`config.mk`:
```
export PLATFORM = sky130hd
export DESIGN_NAME = fetch
export DESIGN_NICKNAME = d
export VERILOG_FILES = /design/src/rtl/core_pkg.sv /design/src/rtl/fetch_buf.sv /design/src/rtl/fetch.sv
export SDC_FILE = /design/constraint.sdc
export NUM_CORES = 1
export LEC_CHECK = 0
export CORE_ASPECT_RATIO = 1.4
export CORE_MARGIN = 2
export CORE_UTILIZATION = 52
export CTS_CLUSTER_SIZE = 25
export DETAILED_ROUTE_END_ITERATION = 6
export GPL_ROUTABILITY_DRIVEN = 1
export GPL_TIMING_DRIVEN = 0
export PLACE_DENSITY = 0.9
export SLEW_MARGIN = 20
export SYNTH_ARGS = -nofsm -noshare
export SYNTH_HDL_FRONTEND = slang
export SYNTH_SLANG_ARGS = --single-unit
```
`constraint.sdc`:
```
create_clock -name clk -period 9.3 [get_ports clk]
set_clock_uncertainty 0.1 [all_clocks]
set_input_delay 2.79 -clock clk [delete_from_list [all_inputs] [get_ports clk]]
set_output_delay 2.79 -clock clk [all_outputs]
set_load 0.02 [all_outputs]
```
`src/rtl/core_pkg.sv`:
```
// Shared definitions for the instruction fetch front end.
//   XLEN             - machine word width
//   RESET_PC_DEFAULT - default first fetch address after reset
//   fetch_state_e    - fetch FSM state encoding
//   ibuf_entry_t     - one instruction buffer entry {pc, ir}
//   word_align()     - clears the byte-offset bits of an address
package core_pkg;

    localparam int unsigned XLEN = 32;

    localparam logic [XLEN-1:0] RESET_PC_DEFAULT = 32'h0000_0000;

    typedef enum logic [1:0] {
        StIdle,
        StReq,
        StWait,
        StFlush
    } fetch_state_e;

    typedef struct packed {
        logic [XLEN-1:0] pc;
        logic [XLEN-1:0] ir;
    } ibuf_entry_t;

    function automatic logic [XLEN-1:0] word_align(input logic [XLEN-1:0] addr);
        return {addr[XLEN-1:2], 2'b00};
    endfunction

endpackage

```
`src/rtl/fetch_buf.sv`:
```
// Two-entry instruction FIFO sitting between fetch and decode.
//   clk, reset    - clock, synchronous active-low reset
//   flush_i       - drop all entries (wins over push/pop)
//   push_i        - write push_entry_i at the tail (ignored when full)
//   push_entry_i  - {pc, ir} to store
//   pop_i         - remove the head entry (ignored when empty)
//   head_o        - current head entry
//   count_o       - number of valid entries (0..2)
module fetch_buf
    import core_pkg::*;
(
    input  logic        clk,
    input  logic        reset,
    input  logic        flush_i,
    input  logic        push_i,
    input  ibuf_entry_t push_entry_i,
    input  logic        pop_i,
    output ibuf_entry_t head_o,
    output logic [1:0]  count_o
);

    ibuf_entry_t entry_q [2];
    logic        rd_ptr_q, rd_ptr_d;
    logic        wr_ptr_q, wr_ptr_d;
    logic [1:0]  count_q, count_d;
    logic        push_ok, pop_ok;

    assign push_ok = push_i && !flush_i && (count_q != 2'd2);
    assign pop_ok  = pop_i && !flush_i && (count_q != 2'd0);

    always_comb begin
        rd_ptr_d = rd_ptr_q;
        wr_ptr_d = wr_ptr_q;
        count_d  = count_q;
        if (flush_i) begin
            rd_ptr_d = 1'b0;
            wr_ptr_d = 1'b0;
            count_d  = 2'd0;
        end else begin
            if (push_ok) begin
                wr_ptr_d = ~wr_ptr_q;
            end
            if (pop_ok) begin
                rd_ptr_d = ~rd_ptr_q;
            end
            case ({push_ok, pop_ok})
                2'b10:   count_d = count_q + 2'd1;
                2'b01:   count_d = count_q - 2'd1;
                default: count_d = count_q;
            endcase
        end
    end

    always_ff @(posedge clk) begin
        if (!reset) begin
            rd_ptr_q   <= 1'b0;
            wr_ptr_q   <= 1'b0;
            count_q    <= 2'd0;
            entry_q[0] <= '0;
            entry_q[1] <= '0;
        end else begin
            rd_ptr_q <= rd_ptr_d;
            wr_ptr_q <= wr_ptr_d;
            count_q  <= count_d;
            if (push_ok) begin
                entry_q[wr_ptr_q] <= push_entry_i;
            end
        end
    end

    assign head_o  = entry_q[rd_ptr_q];
    assign count_o = count_q;

endmodule

```
`src/rtl/fetch.sv`:
```
// Instruction fetch unit: issues one word request at a time to instruction
// memory, buffers responses in a 2-entry FIFO and hands them to decode.
//   clk, reset      - clock, synchronous active-low reset
//   imem_req_o      - fetch request valid
//   imem_addr_o     - word-aligned fetch address
//   imem_ready_i    - memory accepts the request this cycle
//   imem_valid_i    - response valid
//   imem_data_i     - response instruction word
//   ir_o, pc_o      - head instruction and its PC
//   ir_valid_o      - head entry valid
//   ir_ready_i      - decode consumes the head this cycle
//   redirect_i      - branch/jump redirect
//   redirect_pc_i   - redirect target (byte offset ignored)
module fetch
    import core_pkg::*;
#(
    parameter logic [XLEN-1:0] RESET_PC  = RESET_PC_DEFAULT,
    parameter int unsigned     BUF_DEPTH = 2
) (
    input  logic            clk,
    input  logic            reset,
    output logic            imem_req_o,
    output logic [XLEN-1:0] imem_addr_o,
    input  logic            imem_ready_i,
    input  logic            imem_valid_i,
    input  logic [XLEN-1:0] imem_data_i,
    output logic [XLEN-1:0] ir_o,
    output logic [XLEN-1:0] pc_o,
    output logic            ir_valid_o,
    input  logic            ir_ready_i,
    input  logic            redirect_i,
    input  logic [XLEN-1:0] redirect_pc_i
);

    localparam logic [1:0] BufFull = 2'(BUF_DEPTH);

    fetch_state_e    state_q, state_d;
    logic [XLEN-1:0] fetch_pc_q, fetch_pc_d;
    logic [XLEN-1:0] req_addr_q, req_addr_d;
    logic            outstanding_q, outstanding_d;

    logic            buf_push, buf_pop;
    logic [1:0]      buf_count;
    ibuf_entry_t     buf_head, push_entry;
    logic            rsp_accept;
    logic [2:0]      post_count;

    // A response only counts if it answers the single live request.
    assign rsp_accept = imem_valid_i && outstanding_q;
    assign buf_pop    = ir_valid_o && ir_ready_i;
    assign post_count = {1'b0, buf_count} + 3'd1 - {2'b00, buf_pop};
    assign push_entry = '{pc: req_addr_q, ir: imem_data_i};

    always_comb begin
        state_d       = state_q;
        fetch_pc_d    = fetch_pc_q;
        req_addr_d    = req_addr_q;
        outstanding_d = outstanding_q;
        imem_req_o    = 1'b0;
        buf_push      = 1'b0;

        unique case (state_q)
            StIdle: begin
                if (buf_count != BufFull) begin
                    state_d = StReq;
                end
            end
            StReq: begin
                imem_req_o = 1'b1;
                if (imem_ready_i) begin
                    state_d       = StWait;
                    outstanding_d = 1'b1;
                    req_addr_d    = word_align(fetch_pc_q);
                    fetch_pc_d    = fetch_pc_q + 32'd4;
                end
            end
            StWait: begin
                if (rsp_accept) begin
                    buf_push      = 1'b1;
                    outstanding_d = 1'b0;
                    state_d       = (post_count < {1'b0, BufFull}) ? StReq : StIdle;
                end
            end
            StFlush: begin
                if (rsp_accept) begin
                    outstanding_d = 1'b0;
                    state_d       = StReq;
                end
            end
        endcase

        // Redirect overrides the normal flow: nothing fetched from the old
        // path may reach the buffer, and any live request is left to drain
        // in StFlush.
        if (redirect_i) begin
            buf_push   = 1'b0;
            fetch_pc_d = word_align(redirect_pc_i);
            unique case (state_q)
                StIdle:  state_d = StReq;
                StReq:   state_d = imem_ready_i ? StFlush : StReq;
                StWait:  state_d = rsp_accept ? StReq : StFlush;
                // A response landing together with the redirect ends the
                // drain; staying in StFlush would wait for a reply that
                // never comes.
                StFlush: state_d = rsp_accept ? StReq : StFlush;
            endcase
        end
    end

    always_ff @(posedge clk) begin
        if (!reset) begin
            state_q       <= StIdle;
            fetch_pc_q    <= RESET_PC;
            req_addr_q    <= RESET_PC;
            outstanding_q <= 1'b0;
        end else begin
            state_q       <= state_d;
            fetch_pc_q    <= fetch_pc_d;
            req_addr_q    <= req_addr_d;
            outstanding_q <= outstanding_d;
        end
    end

    fetch_buf u_buf (
        .clk          (clk),
        .reset        (reset),
        .flush_i      (redirect_i),
        .push_i       (buf_push),
        .push_entry_i (push_entry),
        .pop_i        (buf_pop),
        .head_o       (buf_head),
        .count_o      (buf_count)
    );

    assign imem_addr_o = word_align(fetch_pc_q);
    assign ir_o        = buf_head.ir;
    assign pc_o        = buf_head.pc;
    assign ir_valid_o  = (buf_count != 2'd0);

endmodule

```
After elaboration in Yosys (flattened, before gate mapping)
Memories as Yosys holds them, arrays and structs flattened. A register that Yosys moved wholly into a read port is not among the register bits. Cells that the tools add are included.

Add/subtract/negate cells: 5. Order comparisons: 1. Equal/unequal tests: 12. Multiplexer cells: 30. Bitwise logic cells: 3. Reductions and logical operators: 20.

Operators by type and width (number): two-way mux 32 bit (3); two-way mux 62 bit (1); OR reduction 62 bit (1); adder 32 x 3 -> 32 bit, second input constant (1); two-way mux 1 bit (15); two-way mux 2 bit (7); != test 3 bit, second input constant (4); nonzero test 2 bit (5); one-hot mux 2 bit (4 select lines) (1); == test 2 bit, second input constant (3); logical AND 1 bit (6); one-hot mux 2 bit (3 select lines) (1); == test 2 x 1 -> 1 bit, second input constant (2); != test 2 bit, second input constant (2); one-hot mux 2 bit (2 select lines) (1); AND reduction 2 bit (2); AND reduction 4 bit (1); OR reduction 2 bit (2); adder 2 x 1 -> 3 bit, second input constant (1); < comparator 3 x 2 -> 1 bit, second input constant (1); NOT 1 bit (3); AND reduction 3 bit (1); subtractor 3 x 1 -> 3 bit (1); adder 2 x 1 -> 2 bit, second input constant (1); other kinds (5) (5).

Register bits after elaboration: 69. Bits in writable memories: 124. Bits of input ports: 70. Output and inout port bits: 98. Word-level logic and storage cells: 80. Memories kept: 1.

Memories: u_buf.entry_q (depth 2, bits a word 62, rd ports 1, clocked after Yosys merged registers in 1, wr ports 2, line fetch_buf.sv:22) `ibuf_entry_t entry_q [2];`.

Depth between registers and ports, before layout
Depth after elaboration: 11. Mapped depth: 7. Gate-level depth less buffers: 7.

Cells and area by module
A second synthesis with hierarchy kept.

Cell total of the unflattened synthesis: 738. Area, all modules: 8743.4 um2.

Modules (own cells, without submodules): fetch_buf (times used 1, cells each 369, area each 5761.8 um2, sequential area each 3943.8 um2); fetch (times used 1, cells each 369, area each 2981.6 um2, sequential area each 1261.2 um2).

Worst setup path after synthesis
Ideal clock, no wire load.

Path kind: input -> register. Start point: in imem_valid_i. End point: mem u_buf.entry_q[0][0] (netlist name) (enable). Library setup time: 0.568 ns. Data arrival time: 7.777 ns. Setup slack: 0.856 ns. Stages: 4. Path buffers: 0. Path through: nand2_1 > a2111oi_4 > nand2_1 > o21ai_0.

RTL lines: start: declaration (line fetch.sv:25) `input logic imem_valid_i,`; end: declaration (line fetch_buf.sv:22).

==> flow_results.xml <==
<?xml version="1.0" encoding="UTF-8"?>
<metrics>
  <group name="placed_design">
    <metric name="place_hpwl" unit="mm">13.6</metric>
    <metric name="dp_worst_setup_slack" unit="ns">3.91</metric>
    <metric name="routabilityCongestion" unit="">0.903</metric>
    <metric name="io_buffer_count" unit="">161</metric>
    <metric name="place.detailed.instances" unit="">1075</metric>
    <metric name="detailed_place.area" unit="mm²">0.0104</metric>
  </group>
  <group name="synth">
    <metric name="yosysSeqAreaShare" unit="">0.604</metric>
    <metric name="netlist_area" unit="mm²">0.00842</metric>
    <metric name="total_of_flip_flops_plus_latches_after_synthesis" unit="">192</metric>
    <metric name="share_of_synthesized_cell_area_in_and_or_nand_and_nor_gates" unit="">0.181</metric>
    <metric name="post_synth.cell_area_avg" unit="µm²">11.9</metric>
    <metric name="synth.lib_cells_used.distinct" unit="">41</metric>
    <metric name="mux_contribution_to_synthesized_area" unit="">0.0829</metric>
    <metric name="ys.flop_type" unit="">sky130_fd_sc_hd__edfxtp_1</metric>
    <metric name="yosys.area_share.xor_xnor" unit="">0.0322</metric>
    <metric name="async_flop_share" unit="">0</metric>
    <metric name="synth_top_family_by_area" unit="">simple AND/OR/NAND/NOR gates</metric>
    <metric name="synth-edff-count" unit="">124</metric>
    <metric name="post_synth_fa_ha_maj_area_fraction" unit="">0.00297</metric>
    <metric name="fraction_of_the_mapped_netlist_area_in_compound_gates" unit="">0.0715</metric>
    <metric name="syn-instance-count" unit="">707</metric>
    <metric name="yosys_warnings" unit="">0</metric>
  </group>
  <group name="timing">
    <metric name="grt_setup_unrepaired" unit="">false</metric>
    <metric name="timing.final.max_slew_violations" unit="">0</metric>
    <metric name="worst_slew_slack_as_a_fraction_of_its_limit" unit="">0.480</metric>
    <metric name="finalHoldViolCount" unit="">0</metric>
    <metric name="layout_worst_path_cycle_share" unit="">0.595</metric>
    <metric name="minimum_clock_period_after_layout" unit="ns">5.53</metric>
    <metric name="finalSetupViolations" unit="">0</metric>
    <metric name="worst_pin_slew" unit="ns">0.776</metric>
    <metric name="finalWorstSetupSlack" unit="ns">3.77</metric>
    <metric name="timing.fmax" unit="MHz">181</metric>
    <metric name="timing.setup.tns" unit="ns">0</metric>
  </group>
  <group name="grt">
    <metric name="gr-total-overflow" unit="">0</metric>
    <metric name="grt_first_pass_wirelength" unit="mm">29.6</metric>
    <metric name="largest_net_degree_at_the_start_of_global_routing" unit="">25</metric>
    <metric name="antenna_found_initial" unit="">0</metric>
    <metric name="groute.layer.met2.usage" unit="">0.402</metric>
    <metric name="first_global_vias" unit="">5919</metric>
    <metric name="grt_use_met1" unit="">0.253</metric>
    <metric name="grt_use_met3" unit="">0.0333</metric>
    <metric name="gr-usage-all-layers" unit="">0.219</metric>
    <metric name="grt_busiest_layer" unit="">met2</metric>
  </group>
  <group name="layout">
    <metric name="layout.cell_area.non_filler" unit="mm²">0.0110</metric>
    <metric name="antenna_cells" unit="">0</metric>
    <metric name="mostFrequentLayoutCell" unit="">sky130_fd_sc_hd__clkdlybuf4s50_1</metric>
    <metric name="finalNetCount" unit="">967</metric>
    <metric name="mostFrequentLayoutCells" unit="">sky130_fd_sc_hd__clkdlybuf4s50_1, sky130_fd_sc_hd__and2_1, sky130_fd_sc_hd__edfxtp_1</metric>
    <metric name="stdcell_count" unit="">1107</metric>
    <metric name="syn_to_final_growth" unit="%">31.0</metric>
    <metric name="layout-drive-gt1-share" unit="">0.130</metric>
  </group>
  <group name="cts">
    <metric name="cts.sinks" unit="">192</metric>
    <metric name="clock_tree_from_tritoncts" unit="">built</metric>
    <metric name="cts.hold.buffers_added" unit="">0</metric>
    <metric name="cts_buffers" unit="">17</metric>
    <metric name="clock_path_buffers" unit="">2</metric>
    <metric name="clkSlewWorstSetupHoldPaths" unit="ns">0.08</metric>
    <metric name="post-cts-setup-buffers" unit="">0</metric>
    <metric name="cts_resized" unit="">0</metric>
    <metric name="depth_of_the_cts_h_tree" unit="">4</metric>
    <metric name="cts-root-buf" unit="">sky130_fd_sc_hd__clkbuf_16</metric>
    <metric name="insertion_delay" unit="ns">0.43</metric>
  </group>
  <group name="pwr">
    <metric name="p_int" unit="mW">1.39</metric>
    <metric name="switching_power" unit="mW">0.465</metric>
    <metric name="share_seq_of_total_power" unit="">0.520</metric>
    <metric name="p_leak" unit="nW">3.96</metric>
    <metric name="clock_power_share" unit="">0.387</metric>
    <metric name="power.share.combinational" unit="">0.093</metric>
    <metric name="power-per-cell-area" unit="mW/mm²">168</metric>
    <metric name="p_sw_frac" unit="">0.251</metric>
    <metric name="fin_total_pwr" unit="mW">1.85</metric>
    <metric name="peakVddDrop" unit="V">0.000114</metric>
  </group>
  <group name="floorplan">
    <metric name="fp-row-count" unit="">55</metric>
    <metric name="io_pins" unit="">168</metric>
    <metric name="floorplan.die_area" unit="mm²">0.0172</metric>
    <metric name="core_area" unit="mm²">0.0160</metric>
    <metric name="initial_utilization" unit="">0.525</metric>
    <metric name="die_height" unit="µm">155</metric>
    <metric name="die-width" unit="µm">112</metric>
  </group>
  <group name="detailed_routing">
    <metric name="ant_nets" unit="">0</metric>
    <metric name="dr.first_iter.drc_count" unit="">312</metric>
    <metric name="wire_per_inst" unit="µm">17.1</metric>
    <metric name="routed_vias" unit="">5939</metric>
    <metric name="routed_wirelength" unit="mm">19.0</metric>
    <metric name="drc" unit="">0</metric>
    <metric name="detail_route.first_pass.iterations" unit="">5</metric>
    <metric name="via_per_inst" unit="">5.36</metric>
  </group>
  <group name="critical_path">
    <metric name="critPathBufInv" unit="">3</metric>
    <metric name="worstPathRequired" unit="ns">6.41</metric>
    <metric name="crit_path_cell_trace" unit="">clkbuf_1, clkbuf_1, mux2_2, clkdlybuf4s50_1</metric>
    <metric name="critical-path-top-delay-family" unit="">buffers and inverters</metric>
    <metric name="critPathMostFrequentCell" unit="">sky130_fd_sc_hd__clkbuf_1</metric>
    <metric name="critPathSlowestCell" unit="">sky130_fd_sc_hd__clkdlybuf4s50_1</metric>
    <metric name="timing.critical_path.fanout_max" unit="">10</metric>
    <metric name="startpoint_type" unit="">flop</metric>
    <metric name="cp_slowest_stage_delay" unit="ns">0.54</metric>
    <metric name="capturing_element_type_of_the_critical_path" unit="">output port</metric>
    <metric name="critical_path_class" unit="">flop to output port</metric>
    <metric name="worstPathArrival" unit="ns">2.64</metric>
  </group>
  <group name="status">
    <metric name="outcome" unit="">completed</metric>
  </group>
  <group name="flow_run">
    <metric name="maxCapViolations" unit="">0</metric>
  </group>
  <group name="min_path">
    <metric name="hold_class" unit="">flop to flop</metric>
  </group>
</metrics>
## synth_stat cells (2+ instances only)
master	n	area (µm²)
sky130_fd_sc_hd__a21boi_0	30	225
sky130_fd_sc_hd__a21oi_1	28	140
sky130_fd_sc_hd__and2_1	127	795
sky130_fd_sc_hd__and3_1	5	31.3
sky130_fd_sc_hd__and4_1	2	17.5
sky130_fd_sc_hd__buf_2	5	25.0
sky130_fd_sc_hd__buf_4	4	30.0
sky130_fd_sc_hd__clkbuf_1	37	139
sky130_fd_sc_hd__dfxtp_1	68	1360
sky130_fd_sc_hd__edfxtp_1	124	3720
sky130_fd_sc_hd__ha_1	2	25.0
sky130_fd_sc_hd__inv_1	3	11.3
sky130_fd_sc_hd__mux2_2	62	698
sky130_fd_sc_hd__nand2_1	77	289
sky130_fd_sc_hd__nand2b_1	2	12.5
sky130_fd_sc_hd__nand3_1	11	55.1
sky130_fd_sc_hd__nand4_1	17	106
sky130_fd_sc_hd__nor2_1	9	33.8
sky130_fd_sc_hd__nor2b_1	5	31.3
sky130_fd_sc_hd__nor3_1	4	20.0
sky130_fd_sc_hd__nor3b_2	2	25.0
sky130_fd_sc_hd__o211a_1	2	20.0
sky130_fd_sc_hd__o21ai_0	33	165
sky130_fd_sc_hd__or3_1	2	12.5
sky130_fd_sc_hd__xnor2_1	11	96.3
sky130_fd_sc_hd__xor2_1	20	175
## worst reg2reg max path, cell delays in order (launching register included)
cell and delay [ns]:
sky130_fd_sc_hd__dfxtp_1 0.51, sky130_fd_sc_hd__inv_1 0.13, sky130_fd_sc_hd__a2111oi_4 0.31, sky130_fd_sc_hd__nand2_1 0.24, sky130_fd_sc_hd__o21ai_4 0.62, sky130_fd_sc_hd__buf_16 0.26
## layout make-up
class / count / area, µm²
buffer: 46 / 194
clock buffer: 18 / 429
clock inverter: 14 / 160
fill: 1138 / 5000
inverter: 5 / 18.8
multi-input combinational: 467 / 3160
sequential: 192 / 5080
tap: 199 / 249
timing repair buffer: 166 / 1740
## flip-flops by register name, summed over array words and instances (netlist names), named ones only
register,flops
u_buf.wr_ptr_q,1
outstanding_q,1
u_buf.count_o,2
fetch_pc_q,30
u_buf.entry_q,124
u_buf.rd_ptr_q,1
state_q,2
req_addr_q,30
## path summary, 6_finish.rpt
path / end / slack [ns] / cells past startpoint / from
worst min register to register: req_addr_q[10]$_SDFFE_PN0N_ / 0.37 / 2 / req_addr_q[10]$_SDFFE_PN0N_
worst max-delay path: ir_o[29] / 3.77 / 4 / flop
worst max register to register: u_buf.entry_q[1][10]$_SDFFCE_PN0P_ / 6.81 / 5 / state_q[1]$_SDFFE_PN0P_
worst min-delay path: req_addr_q[10]$_SDFFE_PN0N_ / 0.37 / 2 / req_addr_q[10]$_SDFFE_PN0N_
## layer usage
metal / up-vias / routed length, µm / part of all wire
met5: - / 0 / 0
met2: 210 / 10200 / 0.54
met1: 2847 / 7320 / 0.39
met3: 34 / 845 / 0.045
met4: 0 / 590 / 0.031
li1: 2848 / - / -
## logic make-up after synthesis
group                    Yosys count
adder cells (fa/ha/maj)            2
buffers and inverters             51
multiplexers                      62
AO/OA/AOI/OAI                     97
other                              1
flip-flops                       192
AND/OR/NAND/NOR                  271
XOR/XNOR                          31
## power groups by stage
stage | Combinational, mW | Clock, mW | Sequential [mW]
2_1_floorplan | 0.0700 | 0 | 0.987
3_3_place_gp | 0.162 | 0 | 0.985
3_5_place_dp | 0.172 | 0 | 0.980
4_1_cts | 0.173 | 0.726 | 0.961
5_1_grt | 0.183 | 0.759 | 0.965
6_report | 0.172 | 0.717 | 0.962
## metrics by stage
step | util | hold WS, ns
2_1_floorplan | - | 0.347
3_3_place_gp | 0.642 | 0.355
3_5_place_dp | 0.651 | 0.365
4_1_cts | 0.688 | 0.376
5_1_grt | 0.688 | 0.406
6_report | 0.688 | 0.372
Power figures use the tool's default switching activity.
